$ cat src/rtl/serial_frame_pkg.sv
// Shared types and line-level constants for the serial frame receiver.
package serial_frame_pkg;
    localparam int   DATA_W_DEF  = 8;
    localparam logic IDLE_LEVEL  = 1'b0;
    localparam logic START_LEVEL = 1'b1;
    localparam logic STOP_LEVEL  = 1'b0;

    typedef enum logic [1:0] {
        IDLE,
        DATA,
        PARITY,
        STOP
    } rx_state_t;
endpackage

$ cat src/rtl/rx_hold_reg.sv
// Single-entry holding register with valid/ready handshake and overrun flag.
module rx_hold_reg #(
    parameter int DATA_W = 8
) (
    input  logic              clk,
    input  logic              rst,
    input  logic              i_load,
    input  logic [DATA_W-1:0] i_data,
    input  logic              i_ready,
    output logic [DATA_W-1:0] o_data,
    output logic              o_valid,
    output logic              o_overrun
);
    logic [DATA_W-1:0] r_data;
    logic              r_valid;
    logic              r_overrun;
    logic              w_free;

    // The slot is usable if empty or being drained on this same edge.
    assign w_free = !r_valid || i_ready;

    always_ff @(posedge clk or posedge rst) begin
        if (rst) begin
            r_data    <= '0;
            r_valid   <= 1'b0;
            r_overrun <= 1'b0;
        end else begin
            r_overrun <= i_load && !w_free;
            if (i_load && w_free) begin
                r_data  <= i_data;
                r_valid <= 1'b1;
            end else if (r_valid && i_ready) begin
                r_valid <= 1'b0;
            end
        end
    end

    assign o_data    = r_data;
    assign o_valid   = r_valid;
    assign o_overrun = r_overrun;
endmodule

$ cat src/rtl/serial_frame_rx.sv
// Serial frame receiver: start, LSB-first data, optional even parity, stop.
module serial_frame_rx
    import serial_frame_pkg::*;
#(
    parameter int DATA_W    = DATA_W_DEF,
    parameter bit PARITY_EN = 1'b1
) (
    input  logic              clk,
    input  logic              rst,
    input  logic              in,
    output logic [DATA_W-1:0] out_data,
    output logic              out_valid,
    input  logic              out_ready,
    output logic              parity_err,
    output logic              frame_err,
    output logic              overrun
);
    localparam int CNT_W = (DATA_W > 1) ? $clog2(DATA_W) : 1;

    rx_state_t         r_state;
    rx_state_t         w_next;
    logic [CNT_W-1:0]  r_cnt;
    logic [DATA_W-1:0] r_shift;
    logic              r_par_bad;
    logic              r_parity_err;
    logic              r_frame_err;
    logic              w_last_bit;
    logic              w_good;
    logic              w_perr;
    logic              w_ferr;

    assign w_last_bit = (r_cnt == CNT_W'(DATA_W - 1));

    always_ff @(posedge clk or posedge rst) begin
        if (rst) r_state <= IDLE;
        else     r_state <= w_next;
    end

    always_comb begin
        w_next = r_state;
        case (r_state)
            IDLE:    if (in == START_LEVEL) w_next = DATA;
            DATA:    if (w_last_bit) w_next = PARITY_EN ? PARITY : STOP;
            PARITY:  w_next = STOP;
            STOP:    w_next = IDLE;
            default: w_next = IDLE;
        endcase
    end

    // Frame verdict is formed on the stop sample; wrong stop level wins.
    always_comb begin
        w_ferr = 1'b0;
        w_perr = 1'b0;
        w_good = 1'b0;
        if (r_state == STOP) begin
            w_ferr = (in != STOP_LEVEL);
            w_perr = !w_ferr && r_par_bad;
            w_good = !w_ferr && !r_par_bad;
        end
    end

    always_ff @(posedge clk or posedge rst) begin
        if (rst) begin
            r_cnt     <= '0;
            r_shift   <= '0;
            r_par_bad <= 1'b0;
        end else begin
            case (r_state)
                IDLE: if (in == START_LEVEL) begin
                    r_cnt     <= '0;
                    r_par_bad <= 1'b0;
                end
                DATA: begin
                    r_shift[r_cnt] <= in;
                    r_cnt          <= r_cnt + 1'b1;
                end
                PARITY:  r_par_bad <= (in != (^r_shift));
                default: ;
            endcase
        end
    end

    always_ff @(posedge clk or posedge rst) begin
        if (rst) begin
            r_parity_err <= 1'b0;
            r_frame_err  <= 1'b0;
        end else begin
            r_parity_err <= w_perr;
            r_frame_err  <= w_ferr;
        end
    end

    rx_hold_reg #(.DATA_W(DATA_W)) u_hold (
        .clk       (clk),
        .rst       (rst),
        .i_load    (w_good),
        .i_data    (r_shift),
        .i_ready   (out_ready),
        .o_data    (out_data),
        .o_valid   (out_valid),
        .o_overrun (overrun)
    );

    assign parity_err = r_parity_err;
    assign frame_err  = r_frame_err;
endmodule

$ cat config.mk
export PLATFORM = sky130hd
export DESIGN_NAME = serial_frame_rx
export DESIGN_NICKNAME = d
export VERILOG_FILES = /design/src/rtl/serial_frame_pkg.sv /design/src/rtl/rx_hold_reg.sv /design/src/rtl/serial_frame_rx.sv
export SDC_FILE = /design/constraint.sdc
export NUM_CORES = 1
export LEC_CHECK = 0
export CAP_MARGIN = 30
export CORE_UTILIZATION = 60
export CTS_BUF_LIST = sky130_fd_sc_hd__clkbuf_8
export DETAILED_ROUTE_END_ITERATION = 10
export GPL_TIMING_DRIVEN = 0
export PLACE_DENSITY = 0.85
export SYNTH_ARGS = -nofsm -noshare
export SYNTH_HDL_FRONTEND = slang
export SYNTH_SLANG_ARGS = --single-unit
$ cat constraint.sdc
create_clock -name clk -period 4 [get_ports clk]
set_input_delay 0.8 -clock clk [delete_from_list [all_inputs] [get_ports clk]]
set_output_delay 0.8 -clock clk [all_outputs]
set_load 0.01 [all_outputs]
# Yosys cells after proc, flatten, opt, wreduce, memory -nomap -nowiden
# Index checks and enable logic that the tools add are counted.
# W data, S select, Z words.
# totals
ff_bits	26
in_bits	4
output_inout_bits	12
wordCells	53
# classes
addsub	1
magnitude_cmp	2
eq_ne	7
n_mux	15
n_reduce_logical	19
# op_table
cell	n
$bwmux W8	1
$pmux W2 S4	1
$reduce_xor A8 Y1	1
$mux W1	7
$logic_and A1 B1 Y1	6
$pmux W3 S2	1
$reduce_and A2 Y1	3
$reduce_bool A2 Y1	3
$eq A2 B2 Y1 const B	2
$logic_not A1 Y1	4
$lt A3 B4 Y1 const B	1
$mux W2	2
$ne A2 B2 Y1 const B	2
$add A3 B1 Y3 const B	1
$demux W1 S3	1
$eq A3 B3 Y1 const B	1
$ge A3 B1 Y1 const B	1
$mux W3	1
$eq A2 B1 Y1 const B	1
$logic_not A2 Y1	1
$pmux W1 S2	1
$logic_or A1 B1 Y1	1
$ne A1 B1 Y1	1

# Logic depth before layout (Yosys ltp)
# Gate-level depths: netlist of run 1.
# logic_depth
depth_word	5
mapped_depth	7

# Hierarchy
# From an unflattened synthesis of run 1, not the netlist that was laid out.
# unflattened
hier_cells	104
area_unflattened_um2	1247.4
# by_module_without_submodules
module	instances	cells_each	area_per_inst_um2	seq_area_each_um2
serial_frame_rx	1	80	837.1	400.4
rx_hold_reg	1	24	410.4	250.2

# Worst setup path after synthesis of run 1
# OpenSTA, ideal clock, no wires.
# synth_path
path_kind	input to register
from	in in
to	reg u_hold.r_data[0], in the netlist u_hold.o_data[0]
t_arrival_ns	1.745
required_time_ns	3.875
setup_slack_ns	2.130
cell_stages	4
n_path_buf	1
path_cell_list	or3b_4 > nand2b_4 > buf_6 > mux2_4
# synth_between
elab_chain_len	4
# synth_rtl
item	line	source
start: declaration	serial_frame_rx.sv:10	input logic in,
$logic_not A1 Y1	serial_frame_rx.sv:58	w_good = !w_ferr && !r_par_bad;
$logic_and A1 B1 Y1	serial_frame_rx.sv:58	
$mux W1	serial_frame_rx.sv:55	if (r_state == STOP) begin
$logic_and A1 B1 Y1	rx_hold_reg.sv:29	if (i_load && w_free) begin
end signal: assignment	rx_hold_reg.sv:30	r_data <= i_data;
end: declaration	rx_hold_reg.sv:14	logic [DATA_W-1:0] r_data;
# Every way passes these cells.
# A chain may end at the register's enable or synchronous reset.

# Final worst setup path of run 1
# layout_path
from	in in
to	reg u_hold.r_data[2], in the netlist u_hold.o_data[2]
# The elaborated chain is that of the path after synthesis.

==> results.md, run 1 <==
* Antenna Cells at 0
* Largest net degree at the start of global routing at 27
* Crit-path leading delay family: buffers and inverters
* Slew Viols, Final at 0
* LEAKAGE at 0.000694 uW
* Total negative slack at 0 ns
* Post-CTS Resized at 0
* Seq/Total Area, Yosys at 51.4%
* Vias at around 770
* Drt pass-1 iters at 4
* Setup ws final at ~1.8 ns
* Power, Total at between 1000 and 1500 uW
* Routed WL at about 2000 um
* Count of final hold-check violations at 0
* Worst hold slack at ~0.52 ns
* Port Buf Inserts at 15
* TritonCTS Sinks at 26
* CP endpoint: u_hold.o_data[2]$_DFFE_PP0P_
* Final clock skew at about 0.0030 ns
* I/O pin count at 16
* Peak VDD IR at about 0.51 mV
* Crit share post-route at 55.1%
* Die X at 47.9 um
* FP Rows at 16
* Min Tclk post-route at 2.20 ns
* Clock transition at path regs at approximately 0.09 ns
* Rel. slew slack at a little over a third
* Crit end category: register
* Post-Syn Instances at 99
* Worst-margin pin slew at 0.949 ns
* CP peak stage delay at about 0.5 ns
* Vias per inst at 5.29
* Crit path buffers/inverters at 2
* Maximum clock rate at between 400 and 500 MHz
* First-pass GRT wire length at 3240 um
* Pre-CTS setup slack at ~1.6 ns
* Depth of the worst hold-timing path at 1
* Critical-path top delay cell: clkdlybuf4s50_1
* Run status: finished, final reports clean
* Final GP Congestion at between 0.6 and 0.7
* CP Cell Sequence: clkdlybuf4s50_1, or3b_4, nand2b_4, buf_6, mux2_4
* Share of cells above drive strength 1 at 20.3%
* Crit path depth at 5
* Clock Tree Buf Depth at 2
* Vias in the first global route at 773
* Critical path startpoint: in
* Syn_nets at 109
* Setup bufs post-CTS at 0
* Synth cell types at 28
* Area growth, synth to finish at 18.9%
* Core box area at ~2000 um^2
* Initial Util at 63.9%
* Routed len/inst at 13.9 um
* WS Path Type: primary input to register
* Residual DRC at 0
* Max H-tree Level at 1
* Avg Synthesized Cell Area at between 10 and 15 um^2
* Critical path peak fanout at 8
* Pwr dens at about 800 nW/um^2
* GRT Overall Usage at 20.7%
* Kind of start point of the critical path: primary input
* Die height at 47.9 um
* Clock buffer count from CTS at 3
* R2R cell count at 5
* RR Endpoint: u_hold.o_data[2]$_DFFE_PP0P_
* Worst Hold Class: register to register
* Worst path arrival time at 2.36 ns
* Clk_lat worst skew at approximately 0.27 ns
* Clock root cell: clkbuf_8
* Synthesized area at 1270 um^2
* Yosys warnings at 0
* Die ar. at approximately 2300 um^2
* Max-cap violation count at 0
* Required @ worst endpoint at between 4 and 5 ns
* Reg2reg start: r_state[0]$_DFFE_PP0P_
* Fillcell total at approximately 130
* Nets at ~130
* Post-synthesis register bit count at 26
* Post-CTS Hold Fix Bufs at 0
* TritonCTS clock tree: built
* FF-to-FF setup slack at ~2.3 ns
* Final ANT Viol Nets at 0
* Starting DRT DRC Count at 8
* Post-DP HPWL at approximately 1400 um
* Setup violations, final at 0
* Initial antenna violation count at 0
* Total grt overflow at 0
* RSZ-0062 raised after global routing: no
## flip-flops by register name, summed over array words and instances, names as in the netlist
signal,cells
r_state,2
u_hold.o_valid,1
r_shift,8
r_par_bad,1
parity_err,1
u_hold.o_data,8
frame_err,1
r_cnt,3
u_hold.o_overrun,1
## cell type report
type                       instances  area [um^2]  area share [%]
multi-input combinational         65          577            38.3
timing repair buffer              15          150            9.98
buffer                             5         27.5            1.83
tap                               27         33.8            2.24
inverter                           3         11.3           0.748
clock buffer                       4         55.1            3.66
sequential                        26          651            43.2
## worst register-to-register path, stage by stage (launching register included)
cell,delay [ns]
dfrtp_1,0.40
ha_1,0.21
or3b_4,0.41
nand2b_4,0.15
buf_6,0.14
mux2_4,0.31
## cell usage in the layout, fill, tap and decap left out, types with 2 or more instances in the layout
| cell | Yosys | routed |
|---|---|---|
| a32o_1 | 2 | 2 |
| dfrtp_1 | 26 | 26 |
| mux2_2 | 8 | 8 |
| xnor2_1 | 7 | 7 |
| mux2_4 | 8 | 8 |
| ha_1 | 6 | 6 |
| clkdlybuf4s50_1 | 0 | 15 |
| nand2b_1 | 3 | 3 |
| inv_1 | 3 | 3 |
| nor2_1 | 5 | 5 |
| o21ai_0 | 4 | 4 |
| nand3_1 | 2 | 2 |
| nand2_1 | 5 | 5 |
| nand4b_1 | 2 | 2 |
| nor3b_1 | 2 | 2 |
| clkbuf_1 | 3 | 3 |
| clkbuf_8 | 0 | 4 |
## metal layers
metal  GRT usage [%]  wire length, um  vias to the layer above
li1                -                -                      378
met1            26.1              931                      369
met2            34.6             1010                       13
met3            3.40               32                        7
met4            9.44               48                        0
met5               0                0                        -
## kinds of logic after synthesis
kind of cell	Yosys count	share of synthesized area, %
buf+inv	8	3.06
xor+xnor	7	4.84
fa+ha+maj	6	5.93
simple gates	29	14.2
flops	26	51.4
mux	16	16.6
compound gates	7	3.95
## stage by stage
| step | instance area, um^2 | utilization, % | instances |
|---|---|---|---|
| final | 1510 | 75.9 | 145 |
| after CTS | 1510 | 75.9 | 145 |
| after global placement | 1450 | 73.2 | 141 |
| after floorplan | 1270 | - | 99 |
| after detailed placement | 1450 | 73.2 | 141 |
| after global routing | 1510 | 75.9 | 145 |
## power breakdown
group	total, uW	internal [uW]	switching [uW]	leakage [uW]
combinational	596	342	254	0.000341
clock	166	87.9	78.0	0.0000288
sequential	462	376	85.7	0.000324
## Yosys cell counts
library cell | n | area (um^2)
nor3_1 | 1 | 5.00
and3b_1 | 1 | 8.76
a32o_1 | 2 | 20.0
buf_6 | 1 | 11.3
dfrtp_1 | 26 | 651
nand4_1 | 1 | 6.26
buf_2 | 1 | 5.00
and2b_1 | 1 | 7.51
o21ai_0 | 4 | 20.0
or3b_4 | 1 | 11.3
and2_1 | 1 | 6.26
inv_1 | 3 | 11.3
ha_1 | 6 | 75.1
nand2b_4 | 1 | 13.8
nand3b_1 | 1 | 7.51
nor2b_1 | 1 | 6.26
clkbuf_1 | 3 | 11.3
nand4b_1 | 2 | 17.5
nor3b_1 | 2 | 15.0
nor4b_1 | 1 | 8.76
mux2_2 | 8 | 90.1
o32a_1 | 1 | 10.0
mux2_4 | 8 | 120
nand2_1 | 5 | 18.8
nand2b_1 | 3 | 18.8
nand3_1 | 2 | 10.0
nor2_1 | 5 | 18.8
xnor2_1 | 7 | 61.3
## worst min-delay path by stage
stage / slack [ns] / start / to
after global placement: 0.49 / u_hold.o_data[0]$_DFFE_PP0P_ / u_hold.o_data[0]$_DFFE_PP0P_
after detailed placement: 0.50 / u_hold.o_data[3]$_DFFE_PP0P_ / u_hold.o_data[3]$_DFFE_PP0P_
after global routing: 0.54 / u_hold.o_data[6]$_DFFE_PP0P_ / u_hold.o_data[6]$_DFFE_PP0P_
after CTS: 0.52 / u_hold.o_data[3]$_DFFE_PP0P_ / u_hold.o_data[3]$_DFFE_PP0P_
final: 0.52 / u_hold.o_data[3]$_DFFE_PP0P_ / u_hold.o_data[3]$_DFFE_PP0P_
after floorplan: 0.50 / r_par_bad$_DFFE_PP0P_ / r_par_bad$_DFFE_PP0P_
Note: power is estimated with default switching activity, not from simulation.
==> run 2: changes to the inputs <==
- CORE_UTILIZATION: 60 -> 51
- PLACE_DENSITY: 0.85 -> 0.77
- clock period: 4 -> 1.9 ns (I/O delays scaled with it)
==> results.md, run 2 (synthesized netlist as in run 1, its figures left out) <==
* Maximum clock rate at around 570 MHz
* Antenna Cells at 0
* Leading cell type in the layout, fill and taps excluded: dfrtp_1
* Post-CTS Resized at 0
* CP Cell Sequence: clkdlybuf4s50_1, or3b_4, nand2b_4, buf_6, mux2_4
* Count of final hold-check violations at 0
* CP peak stage delay at 0.48 ns
* Critical path peak fanout at 8
* Slew Viols, Final at 0
* Setup bufs post-CTS at 0
* First-pass GRT wire length at between 3000 and 4000 um
* Share of cells above drive strength 1 at between 20% and 30%
* Port Buf Inserts at 15
* Kind of start point of the critical path: primary input
* WS Path Type: primary input to register
* Initial antenna violation count at 0
* RSZ-0062 raised after global routing: no
* Drt pass-1 iters at 4
* Starting DRT DRC Count at 9
* Post-DP HPWL at 1460 um
* Initial Util at between 50% and 60%
* Placed cell count at 142
* Residual DRC at 0
* Crit end category: register
* Worst-margin pin slew at around 0.38 ns
* Switch share at between 30% and 40%
* Final GP Congestion at slightly below 0.8
* I/O pin count at 16
* Fillcell total at approximately 180
* Footprint of the multi-input gates at approximately 580 um^2
* Peak VDD IR at ~0.95 mV
* Area growth, synth to finish at 22.4%
* Post-CTS Hold Fix Bufs at 0
* Worst path arrival time at about 1.9 ns
* Crit path buffers/inverters at 2
* LEAKAGE at 0.000714 uW
* Critical-path top delay cell: clkdlybuf4s50_1
* Final clock skew at 0.00464 ns
* Area of placed instances at 1450 um^2
* Design Area, Final at approximately 1600 um^2
* Comb power frac at between 40 and 50%
* TritonCTS Sinks at 26
* Clk_lat worst skew at around 0.27 ns
* Max-cap violation count at 0
* Routed WL at 2070 um
* Worst Hold Class: primary input to asynchronous set/reset pin
* Vias per inst at about 5.2
* Nets at 130
* Required @ worst endpoint at 2.06 ns
* Largest net degree at the start of global routing at 27
* Max H-tree Level at 1
* GRT Overall Usage at around 18%
* Die X at between 50 and 60 um
* Final ANT Viol Nets at 0
* Vias at roughly 760
* Routed len/inst at around 14 um
* Crit-path leading delay family: buffers and inverters
* Internal cell power at between 1500 and 2000 uW
* Reg power frac at between 30% and 40%
* Min Tclk post-route at between 1.5 and 2 ns
* Clock Power Share at 16.8%
* TritonCTS clock tree: built
* Die height at approximately 52 um
* Setup violations, final at 0
* Run status: finished, final reports clean
* Sequential cell area at 651 um^2
* Core box area at 2280 um^2
* Pwr dens at approximately 1700 nW/um^2
* Clock root cell: clkbuf_8
* Rel. slew slack at roughly 75%
* Clock Tree Buf Depth at 2
* Net switching power at 895 uW
* Die ar. at roughly 2700 um^2
* FP Rows at 17
* Total grt overflow at 0
* Crit share post-route at roughly nine tenths
* Clock buffer count from CTS at 3
* Clock transition at path regs at around 0.090 ns
* Cell Count, Final, Fillers Out at 147
* Vias in the first global route at between 700 and 800
* Leading cell types in the layout, fill and taps excluded: dfrtp_1, clkdlybuf4s50_1, mux2_4, mux2_2, xnor2_1
run 2: cell types whose count changed in the layout (fill, tap and decap cells not counted):
cell	change
bufinv_16	+1
clkbuf_8	-1
buf_16	+1
run 2: metal layers:
| layer | routed length, um | GRT usage, % | vias to the layer above | share of wire (%) |
|---|---|---|---|---|
| li1 | - | - | 384 | - |
| met1 | 998 | 21.6 | 363 | 48 |
| met2 | 990 | 29.3 | 10 | 48 |
| met3 | 44 | 2.63 | 4 | 2.1 |
| met4 | 32 | 10.8 | 0 | 1.5 |
| met5 | 0 | 0 | - | 0 |
run 2: worst paths after layout:
check                                        startpoint                            to  slack (ns)  cells after the start
min in group clk           u_hold.o_data[4]$_DFFE_PP0P_  u_hold.o_data[4]$_DFFE_PP0P_        0.52                      1
setup reg to reg                 r_state[0]$_DFFE_PP0P_  u_hold.o_data[0]$_DFFE_PP0P_        0.21                      5
hold reg to reg            u_hold.o_data[4]$_DFFE_PP0P_  u_hold.o_data[4]$_DFFE_PP0P_        0.52                      1
max in group asynchronous                           rst        r_shift[5]$_DFFE_PP0P_        1.15                      3
hold / removal                                      rst         r_par_bad$_DFFE_PP0P_        0.35                      2
setup / recovery                                     in  u_hold.o_data[0]$_DFFE_PP0P_        0.16                      5
run 2: power by group through the flow:
stage	clock, uW	combinational, uW	sequential [uW]
after global routing	477	1410	1010
after floorplan	0	874	991
after detailed placement	0	1260	983
after CTS	463	1280	973
after global placement	0	1230	965
final	452	1270	971
run 2: area by class of cell:
class / instances / share of cell area, %
buffer: 5 / 1.78
clock buffer: 3 / 2.66
clock inverter: 1 / 1.94
inverter: 3 / 0.726
multi-input combinational: 65 / 37.2
sequential: 26 / 42.0
tap: 28 / 2.26
timing repair buffer: 16 / 11.5
run 2: per-stage QoR:
stage                     setup slack (ns)  total power, uW  hold slack [ns]  TNS, ns  util [%]
after global routing                 0.116             2900            0.388        0      68.1
final                                0.158             2700            0.350        0      68.1
after CTS                            0.157             2710            0.522        0      66.9
after detailed placement            -0.138             2250            0.502    -1.04      63.8
after global placement              -0.106             2190            0.493   -0.816      63.8
after floorplan                      0.306             1860            0.420        0         -
==> run 3: changes to the inputs <==
- CORE_UTILIZATION: 51 -> 60
- PLACE_DENSITY: 0.77 -> 0.85
- clock period: 1.9 -> 2.25 ns (I/O delays scaled with it)
==> results of run 3 <==
The final DEF is identical to that of run 1. Status: finished, final reports clean.
Among the figures that moved: setup slack after placement 1.56 ns -> 0.157 ns; setup slack after layout 1.80 ns -> 0.396 ns; register-to-register setup slack 2.27 ns -> 0.52 ns; total power 1220 uW -> 2180 uW; worst IR drop on VDD 0.509 mV -> 0.906 mV
